`src/rtl/la_pkg.sv`:
```
// Shared types and sizing helpers for the logic-analyzer capture path.
package la_pkg;

    typedef enum logic [1:0] {
        IDLE,
        SETUP,
        STROBE,
        HOLD
    } ser_state_t;

    localparam int BYTE_W    = 8;
    localparam int BYTE_IDX_W = 2;

    function automatic int bytes_per_sample(input int sample_width);
        return sample_width / BYTE_W;
    endfunction

    // Pointers carry one extra wrap bit so full and empty are distinguishable.
    function automatic int ptr_width(input int depth);
        return $clog2(depth) + 1;
    endfunction

endpackage

```
`src/rtl/la_sample_fifo.sv`:
```
// Single-clock sample FIFO with first-word-fall-through read data.
module la_sample_fifo
    import la_pkg::*;
#(
    parameter int WIDTH = 8,
    parameter int DEPTH = 16,
    localparam int PW = ptr_width(DEPTH),
    localparam int AW = PW - 1
) (
    input  logic             clk,
    input  logic             rst_n,
    input  logic             push,
    input  logic             pop,
    input  logic [WIDTH-1:0] din,
    output logic [WIDTH-1:0] dout,
    output logic             full,
    output logic             empty,
    output logic [PW-1:0]    level
);

    logic [WIDTH-1:0] mem [DEPTH];
    logic [PW-1:0]    wr_ptr;
    logic [PW-1:0]    rd_ptr;
    logic             do_push;
    logic             do_pop;

    assign level = wr_ptr - rd_ptr;
    assign full  = (level == PW'(DEPTH));
    assign empty = (wr_ptr == rd_ptr);
    assign dout  = mem[rd_ptr[AW-1:0]];

    // A pop in the same cycle frees the slot, so a push into a full FIFO still lands.
    assign do_pop  = pop && !empty;
    assign do_push = push && (!full || do_pop);

    always_ff @(posedge clk or negedge rst_n) begin
        if (!rst_n) begin
            wr_ptr <= '0;
            rd_ptr <= '0;
        end else begin
            if (do_push) wr_ptr <= wr_ptr + 1'b1;
            if (do_pop)  rd_ptr <= rd_ptr + 1'b1;
        end
    end

    always_ff @(posedge clk) begin
        if (do_push) mem[wr_ptr[AW-1:0]] <= din;
    end

endmodule

```
`src/rtl/ft245_capture_streamer.sv`:
```
// Samples a synchronised probe bus at a decimated rate, buffers the samples
// and streams them LSB byte first into an FT245 write-only FIFO interface.
module ft245_capture_streamer
    import la_pkg::*;
#(
    parameter int SAMPLE_WIDTH = 8,
    parameter int FIFO_DEPTH   = 16,
    parameter int DIV_WIDTH    = 16
) (
    input  logic                        clk,
    input  logic                        rst_n,
    input  logic                        enable,
    input  logic [DIV_WIDTH-1:0]        div_ratio,
    input  logic [SAMPLE_WIDTH-1:0]     capture,
    output logic [7:0]                  data,
    input  logic                        txe_n,
    input  logic                        rxf_n,
    output logic                        wr_n,
    output logic                        rd_n,
    output logic                        oe_n,
    output logic                        siwu_n,
    output logic                        overflow,
    output logic [$clog2(FIFO_DEPTH):0] fifo_level
);

    localparam int NB = bytes_per_sample(SAMPLE_WIDTH);

    logic [SAMPLE_WIDTH-1:0] sync1;
    logic [SAMPLE_WIDTH-1:0] capture_s;
    logic [DIV_WIDTH-1:0]    div_cnt;
    logic [DIV_WIDTH-1:0]    div_limit;
    logic                    strobe;
    logic                    pop;
    logic                    fifo_full;
    logic                    fifo_empty;
    logic [SAMPLE_WIDTH-1:0] fifo_dout;
    logic [SAMPLE_WIDTH-1:0] sr;
    logic [BYTE_IDX_W-1:0]   byte_idx;
    logic                    last_byte;
    ser_state_t              state;
    ser_state_t              state_next;
    logic                    unused_rxf;

    assign rd_n       = 1'b1;
    assign oe_n       = 1'b1;
    assign siwu_n     = 1'b1;
    assign unused_rxf = rxf_n;

    always_ff @(posedge clk or negedge rst_n) begin
        if (!rst_n) begin
            sync1     <= '0;
            capture_s <= '0;
        end else begin
            sync1     <= capture;
            capture_s <= sync1;
        end
    end

    // The period limit is captured only at a wrap (or while idle), so a new
    // div_ratio never truncates or stretches the period already in progress.
    always_ff @(posedge clk or negedge rst_n) begin
        if (!rst_n) begin
            div_cnt   <= '0;
            div_limit <= '0;
        end else if (!enable) begin
            div_cnt   <= '0;
            div_limit <= div_ratio;
        end else if (div_cnt == div_limit) begin
            div_cnt   <= '0;
            div_limit <= div_ratio;
        end else begin
            div_cnt <= div_cnt + 1'b1;
        end
    end

    assign strobe = enable && (div_cnt == '0);

    la_sample_fifo #(
        .WIDTH (SAMPLE_WIDTH),
        .DEPTH (FIFO_DEPTH)
    ) u_fifo (
        .clk   (clk),
        .rst_n (rst_n),
        .push  (strobe),
        .pop   (pop),
        .din   (capture_s),
        .dout  (fifo_dout),
        .full  (fifo_full),
        .empty (fifo_empty),
        .level (fifo_level)
    );

    always_ff @(posedge clk or negedge rst_n) begin
        if (!rst_n) begin
            overflow <= 1'b0;
        end else if (strobe && fifo_full && !pop) begin
            overflow <= 1'b1;
        end
    end

    always_ff @(posedge clk or negedge rst_n) begin
        if (!rst_n) state <= IDLE;
        else        state <= state_next;
    end

    assign last_byte = (byte_idx == BYTE_IDX_W'(NB - 1));

    always_comb begin
        state_next = state;
        case (state)
            IDLE:    if (!fifo_empty) state_next = SETUP;
            SETUP:   if (!txe_n) state_next = STROBE;
            STROBE:  state_next = HOLD;
            HOLD:    state_next = last_byte ? IDLE : SETUP;
            default: state_next = IDLE;
        endcase
    end

    always_comb begin
        pop  = (state == IDLE) && !fifo_empty;
        wr_n = (state != STROBE);
    end

    // The shift register keeps its last byte after the final HOLD so data
    // stays put while idle.
    always_ff @(posedge clk or negedge rst_n) begin
        if (!rst_n) begin
            sr       <= '0;
            byte_idx <= '0;
        end else if (pop) begin
            sr       <= fifo_dout;
            byte_idx <= '0;
        end else if (state == HOLD && !last_byte) begin
            sr       <= sr >> 8;
            byte_idx <= byte_idx + 1'b1;
        end
    end

    assign data = sr[7:0];

endmodule
```
`config.mk`:
```
export PLATFORM = sky130hd
export DESIGN_NAME = ft245_capture_streamer
export DESIGN_NICKNAME = d
export VERILOG_FILES = /design/src/rtl/la_pkg.sv /design/src/rtl/la_sample_fifo.sv /design/src/rtl/ft245_capture_streamer.sv
export SDC_FILE = /design/constraint.sdc
export NUM_CORES = 1
export LEC_CHECK = 0
export ABC_CLOCK_PERIOD_IN_PS = 3650
export CAP_MARGIN = 15
export CELL_PAD_IN_SITES_DETAIL_PLACEMENT = 1
export CELL_PAD_IN_SITES_GLOBAL_PLACEMENT = 1
export CORE_AREA = 3 3 140 128
export DETAILED_ROUTE_END_ITERATION = 7
export DIE_AREA = 0 0 143 131
export PLACE_DENSITY = 0.75
export SLEW_MARGIN = 20
export SYNTH_ARGS = -nofsm -noshare
export SYNTH_HDL_FRONTEND = slang
export SYNTH_SLANG_ARGS = --single-unit
```
`constraint.sdc`:
```
create_clock -name clk -period 3.65 [get_ports clk]
set_input_delay 0.9125 -clock clk [delete_from_list [all_inputs] [get_ports clk]]
set_output_delay 0.9125 -clock clk [all_outputs]
set_load 0.01 [all_outputs]
```
# Word level (Yosys, flattened, before mapping)
# Memories as Yosys holds them, arrays and structs flattened.
# Cells that the tools add are included.
dict set report totals {
  reg_bits 71
  ramBits 128
  input_bits 29
  elab_cells 57
  memories 1
}
dict set report classes {
  add_sub_neg 5
  n_eq_ne 10
  n_mux 14
  n_reduce_logical 17
}
# memory depth word_bits rd rd_ports_with_merged_regs wr line
set memory_table {}
lappend memory_table {u_fifo.mem 16 8 1 0 1 la_sample_fifo.sv:21} ;# logic [WIDTH-1:0] mem [DEPTH];
# cell n
set op_table {}
lappend op_table {{$mux W16} 4}
lappend op_table {{$add A16 B1 Y16 const B} 1}
lappend op_table {{$eq A16 B16 Y1} 1}
lappend op_table {{$logic_not A16 Y1} 1}
lappend op_table {{$mux W8} 2}
lappend op_table {{$add A5 B1 Y5 const B} 2}
lappend op_table {{$mux W2} 4}
lappend op_table {{$pmux W2 S4} 1}
lappend op_table {{$logic_and A1 B1 Y1} 7}
lappend op_table {{$ne A2 B2 Y1 const B} 3}
lappend op_table {{$eq A5 B5 Y1} 1}
lappend op_table {{$eq A5 B5 Y1 const B} 1}
lappend op_table {{$sub A5 B5 Y5} 1}
lappend op_table {{$eq A2 B2 Y1 const B} 2}
lappend op_table {{$logic_not A1 Y1} 4}
lappend op_table {{$logic_not A2 Y1} 2}
lappend op_table {{$mux W1} 3}
lappend op_table {{$add A2 B1 Y2 const B} 1}
lappend op_table {{$eq A2 B1 Y1 const B} 1}
lappend op_table {{$ne A2 B1 Y1 const B} 1}
lappend op_table {{$reduce_and A2 Y1} 1}
lappend op_table {{$reduce_bool A2 Y1} 1}
lappend op_table {{$logic_or A1 B1 Y1} 1}

# Logic depth before layout (Yosys ltp)
dict set report depth {
  depth_word 8
  depth_mapped 12
  depth_no_buf 9
}

# Modules after synthesis
# A second synthesis with hierarchy kept.
dict set report unflattened {
  hier_cells 484
  hier_area_um2 8448.1
}
# module instances cells_each area_each_um2 seq_area_each_um2
set by_module_without_submodules {}
lappend by_module_without_submodules {la_sample_fifo 1 269 5720.5 4093.9}
lappend by_module_without_submodules {ft245_capture_streamer 1 215 2727.6 1526.5}

# Least setup slack after synthesis
# No wires, ideal clock.
dict set report synth_timing {
  kind {flip-flop to flip-flop}
  startpoint {reg u_fifo.wr_ptr[0]}
  endpoint {mem u_fifo.mem[4][0], enable pin}
  setup_ns 0.278
  arrival_ns 2.494
  required_ns 3.372
  slack_ns 0.879
  stages_incl_launch_ff 12
  path_buffers 2
  path_cell_list {dfrtp_1 > inv_1 > ha_1 > fa_1 > nand2b_1 > a21oi_1 > xnor2_1 > o2111ai_2 > and2_1 > buf_2 > buf_2 > and3_1}
}
dict set report synth_via {
  elab_cells_between_ends 11
}
# element line
set synth_lines {}
lappend synth_lines {{from (decl)} la_sample_fifo.sv:22} ;# logic [PW-1:0] wr_ptr;
lappend synth_lines {{from (signal assigned)} la_sample_fifo.sv:41} ;# if (do_push) wr_ptr <= wr_ptr + 1'b1;
lappend synth_lines {{$sub A5 B5 Y5} la_sample_fifo.sv:27} ;# assign level = wr_ptr - rd_ptr;
lappend synth_lines {{net fifo_level[4]} ft245_capture_streamer.sv:23} ;# output logic [$clog2(FIFO_DEPTH):0] fifo_level
lappend synth_lines {{$eq A5 B5 Y1} la_sample_fifo.sv:28} ;# assign full = (level == PW'(DEPTH));
lappend synth_lines {{$logic_not A1 Y1} la_sample_fifo.sv:34} ;# assign do_push = push && (!full || do_pop);
lappend synth_lines {{$logic_or A1 B1 Y1} la_sample_fifo.sv:34}
lappend synth_lines {{$logic_and A1 B1 Y1} la_sample_fifo.sv:34}
lappend synth_lines {{$mux W1} la_sample_fifo.sv:47} ;# if (do_push) mem[wr_ptr[AW-1:0]] <= din;
lappend synth_lines {{$mux W1 (implied by the code)} la_sample_fifo.sv:47}
lappend synth_lines {{to (decl)} la_sample_fifo.sv:21}
# The timed path passes the listed nets, and every way through them passes these cells.

# Final worst setup path
dict set report layout_timing {
  startpoint {reg u_fifo.rd_ptr[2]}
  endpoint {out fifo_level[3]}
}
dict set report layout_via {
  elab_chain_len 1
}
# element line
set layout_lines {}
lappend layout_lines {{from (decl)} la_sample_fifo.sv:23} ;# logic [PW-1:0] rd_ptr;
lappend layout_lines {{from (signal assigned)} la_sample_fifo.sv:42} ;# if (do_pop) rd_ptr <= rd_ptr + 1'b1;
lappend layout_lines {{$sub A5 B5 Y5} la_sample_fifo.sv:27}
lappend layout_lines {{to (decl)} ft245_capture_streamer.sv:23}
# Every way passes these cells.

==> key figures <==
Logic synthesis
  • Syn_area_per_cell: about 17 um2
  • Post-Syn Instances: between 400 and 500
  • Seq cells post-synth: between 150 and 200
  • Ys flop type: edfxtp_1
  • EDFF count, synth: between 100 and 150
  • Simple-Gate Fraction of Synth Area: 6.56%
  • Compound-cell area share of the yosys netlist: around 1.9%
  • Post-synth ARST share: a little over a third
  • Register area share after synthesis: 67.1%
  • Post-synthesis xor/xnor area fraction: 4.29%
  • Largest family of logic cells by synthesized area: multiplexers
  • Adder-Cell Fraction of Synth Area: 2.63%
  • Mux share of post-synthesis cell area: around 14%
  • Synth cell types: 45
  • Synthesized area: around 0.0084 mm2
  • Syn. warnings: 0

Placed design
  • Dpl cell area: 0.00890 mm2
  • Dpl hpwl: roughly 11 mm
  • RePlAce Congestion: roughly 0.8
  • Port-buffer cells: 42
  • DP Worst Slack: 0.201 ns
  • Placed Instances: roughly 720

Power
  • Static Leakage: 3.55 nW
  • Maximum VDD drop: roughly 0.41 mV
  • Pwr Total: 6.72 mW
  • Pwr Density: around 710 mW/mm2

Routing
  • Number of detailed-route iterations in the first pass: 4
  • Mean routed wirelength per cell: ~22 um
  • Final wirelength: about 16 mm
  • Number of DRC markers in iteration 0: between 300 and 400
  • Via count: between 4,000 and 5,000
  • Avg Vias per Cell: approximately 5.6
  • Residual DRC: 0
  • Post-route ant nets: 0

STA
  • Fmax: 299 MHz
  • Slew @ Worst Pin: roughly 0.95 ns
  • Worst setup margin: 0.301 ns
  • Total negative slack: 0 ns
  • Worst slew margin: between 30% and 40%
  • Fin crit period: 3.35 ns
  • RSZ-0062 raised after global routing: false
  • Slew Viols, Final: 0
  • Clock Skews: approximately 0.010 ns
  • Final hold violations: 0
  • Final setup viols: 0
  • Hold_ws: ~0.35 ns
  • Fin crit share: between 90% and 100%

Setup path
  • Critical R2R Capture: u_fifo.mem[7][3]
  • CP cell instances: inv_2 -> ha_1 -> o21ai_0 -> a21boi_0 -> nor2_1 -> clkdlybuf4s50_1
  • Worst-path maximum fanout: 9
  • Critical Path Source: u_fifo.rd_ptr[2]
  • Crit end category: output pin
  • Max stage delay on crit path: approximately 0.54 ns
  • Worst setup path class: flip-flop to output pin
  • FF-to-FF path depth: 9
  • Flop2flop setup slack: about 0.48 ns
  • FF-to-FF Start: u_fifo.wr_ptr[0]
  • Crit path required time: between 2 and 3 ns
  • Crit path max-delay cell type: clkdlybuf4s50_1
  • CP arrival: ~2.4 ns
  • Critical Path Start Type: flip-flop

Hold path
  • Hold Crit Depth: 0
  • HP Start: sync1[0]
  • Hold Path End: capture_s[0]
  • Hold Path Class: flip-flop to flip-flop

Die
  • Starting Density: around 50%
  • Die Width: about 140 um
  • FP Rows: 45
  • Die extent in y: roughly 130 um
  • IO Count: 47
  • Die area: 0.0187 mm2
  • Core area: between 0.015 and 0.02 mm2

GRT
  • First-pass GRT wire length: 25.5 mm
  • Gr ovfl total: 0
  • Pin count of the biggest net entering global routing: 72
  • Vias in the first global route: approximately 4,400
  • Initial antenna violation count: 0
  • Total track usage: around a fifth

Finish
  • Syn-to-layout area delta: 13.3%
  • Most frequent cells in the layout: 128 x edfxtp_1, 70 x dfrtp_1, 40 x clkdlybuf4s50_1, 32 x xnor2_1, 26 x mux4_2
  • Most common cell after layout, fill and taps aside: edfxtp_1
  • Final Cell Area: about 0.0095 mm2
  • Fin cells: between 700 and 800
  • # nets final: roughly 580
  • Layout Utilization: 56.7%
  • Layout cell share with drive strength beyond 1: between 10% and 20%
  • N_diodes: 0

Clock network
  • Max Root-Sink Buffers: 2
  • Clock latency at the later pin of the worst-skew pair: around 0.44 ns
  • CTS Sinks: ~200
  • Total CTS buffers: 17
  • CTS tree: yes
  • Root Driver: clkbuf_16
  • H-tree Lvls: 4
  • Post-CTS Hold Buffers: 0
  • Clock transition at the registers of the reported paths: approximately 0.070 ns

Run
  • Max Cap Viol: 0

Status
  • Status: completed
worst max-delay path: cells and delay by family, from the launching register on:
family | cells | cell delay (ns)
adder cells (fa/ha/maj) | 1 | 0.34
AO/OA/AOI/OAI | 2 | 0.30
flip-flops | 1 | 0.43
buffers and inverters | 2 | 0.81
AND/OR/NAND/NOR | 1 | 0.13
repair_timing:
action,in CTS,in global routing
setup endpoints to repair,0,1
resized for setup,0,1
buffers inserted,0,0
worst max-delay path by stage:
stage | end | slack, ns | cells after the start
after floorplan | u_fifo.mem[4][0] | 0.88 | 11
after global placement | u_fifo.mem[0][3] | 0.34 | 5
after detailed placement | u_fifo.mem[7][3] | 0.20 | 5
after CTS | fifo_level[4] | 0.002 | 7
after global routing | fifo_level[3] | 0.09 | 6
final | fifo_level[3] | 0.30 | 6
flip-flops by register name, indices dropped and copies added, names as in the netlist:
signal         count
sync1              8
data               8
byte_idx           2
capture_s          8
u_fifo.rd_ptr      5
u_fifo.mem       128
div_limit         16
div_cnt           16
state              2
u_fifo.wr_ptr      5
overflow           1
metal layers:
| layer | part of all wire (%) | GRT usage [%] |
|---|---|---|
| met1 | 44 | 25.6 |
| met2 | 51 | 30.2 |
| met3 | 4.5 | 4.26 |
| met4 | 1.0 | 6.04 |
| met5 | 0 | 0 |
power by group:
group | total (mW) | switching, mW | internal (mW) | leakage (nW)
Clock | 1.84 | 0.780 | 1.06 | 0.298
Sequential | 2.81 | 0.174 | 2.63 | 2.03
Combinational | 2.07 | 1.04 | 1.04 | 1.22
Total | 6.72 | 1.99 | 4.73 | 3.55
area by class of cell:
class / instances / area [um2]
multi-input combinational: 248 / 2480
timing repair buffer: 48 / 465
sequential: 199 / 5620
tap: 211 / 264
clock inverter: 7 / 63.8
clock buffer: 25 / 519
fill: 1515 / 7240
inverter: 18 / 67.6
synth_stat cells, types with 8 or more instances:
| cell type | n | area (um2) |
|---|---|---|
| xor2_1 | 9 | 78.8 |
| edfxtp_1 | 128 | 3840 |
| nand2_1 | 25 | 93.8 |
| ha_1 | 16 | 200 |
| dfrtp_1 | 71 | 1780 |
| mux2_4 | 10 | 150 |
| inv_1 | 17 | 63.8 |
| buf_6 | 8 | 90.1 |
| xnor2_1 | 32 | 280 |
| nand4_1 | 12 | 75.1 |
| mux4_2 | 26 | 586 |
| nor2_1 | 24 | 90.1 |
| and3_1 | 18 | 113 |
| mux4_1 | 14 | 368 |
| o21ai_1 | 10 | 50.1 |
kinds of logic after synthesis:
group                    Yosys count
buffers and inverters             41
XOR/XNOR                          41
other                              1
adder cells (fa/ha/maj)           17
AO/OA/AOI/OAI                     23
AND/OR/NAND/NOR                  107
flip-flops                       199
multiplexers                      57
No activity file was read; power rests on OpenSTA's default activity.
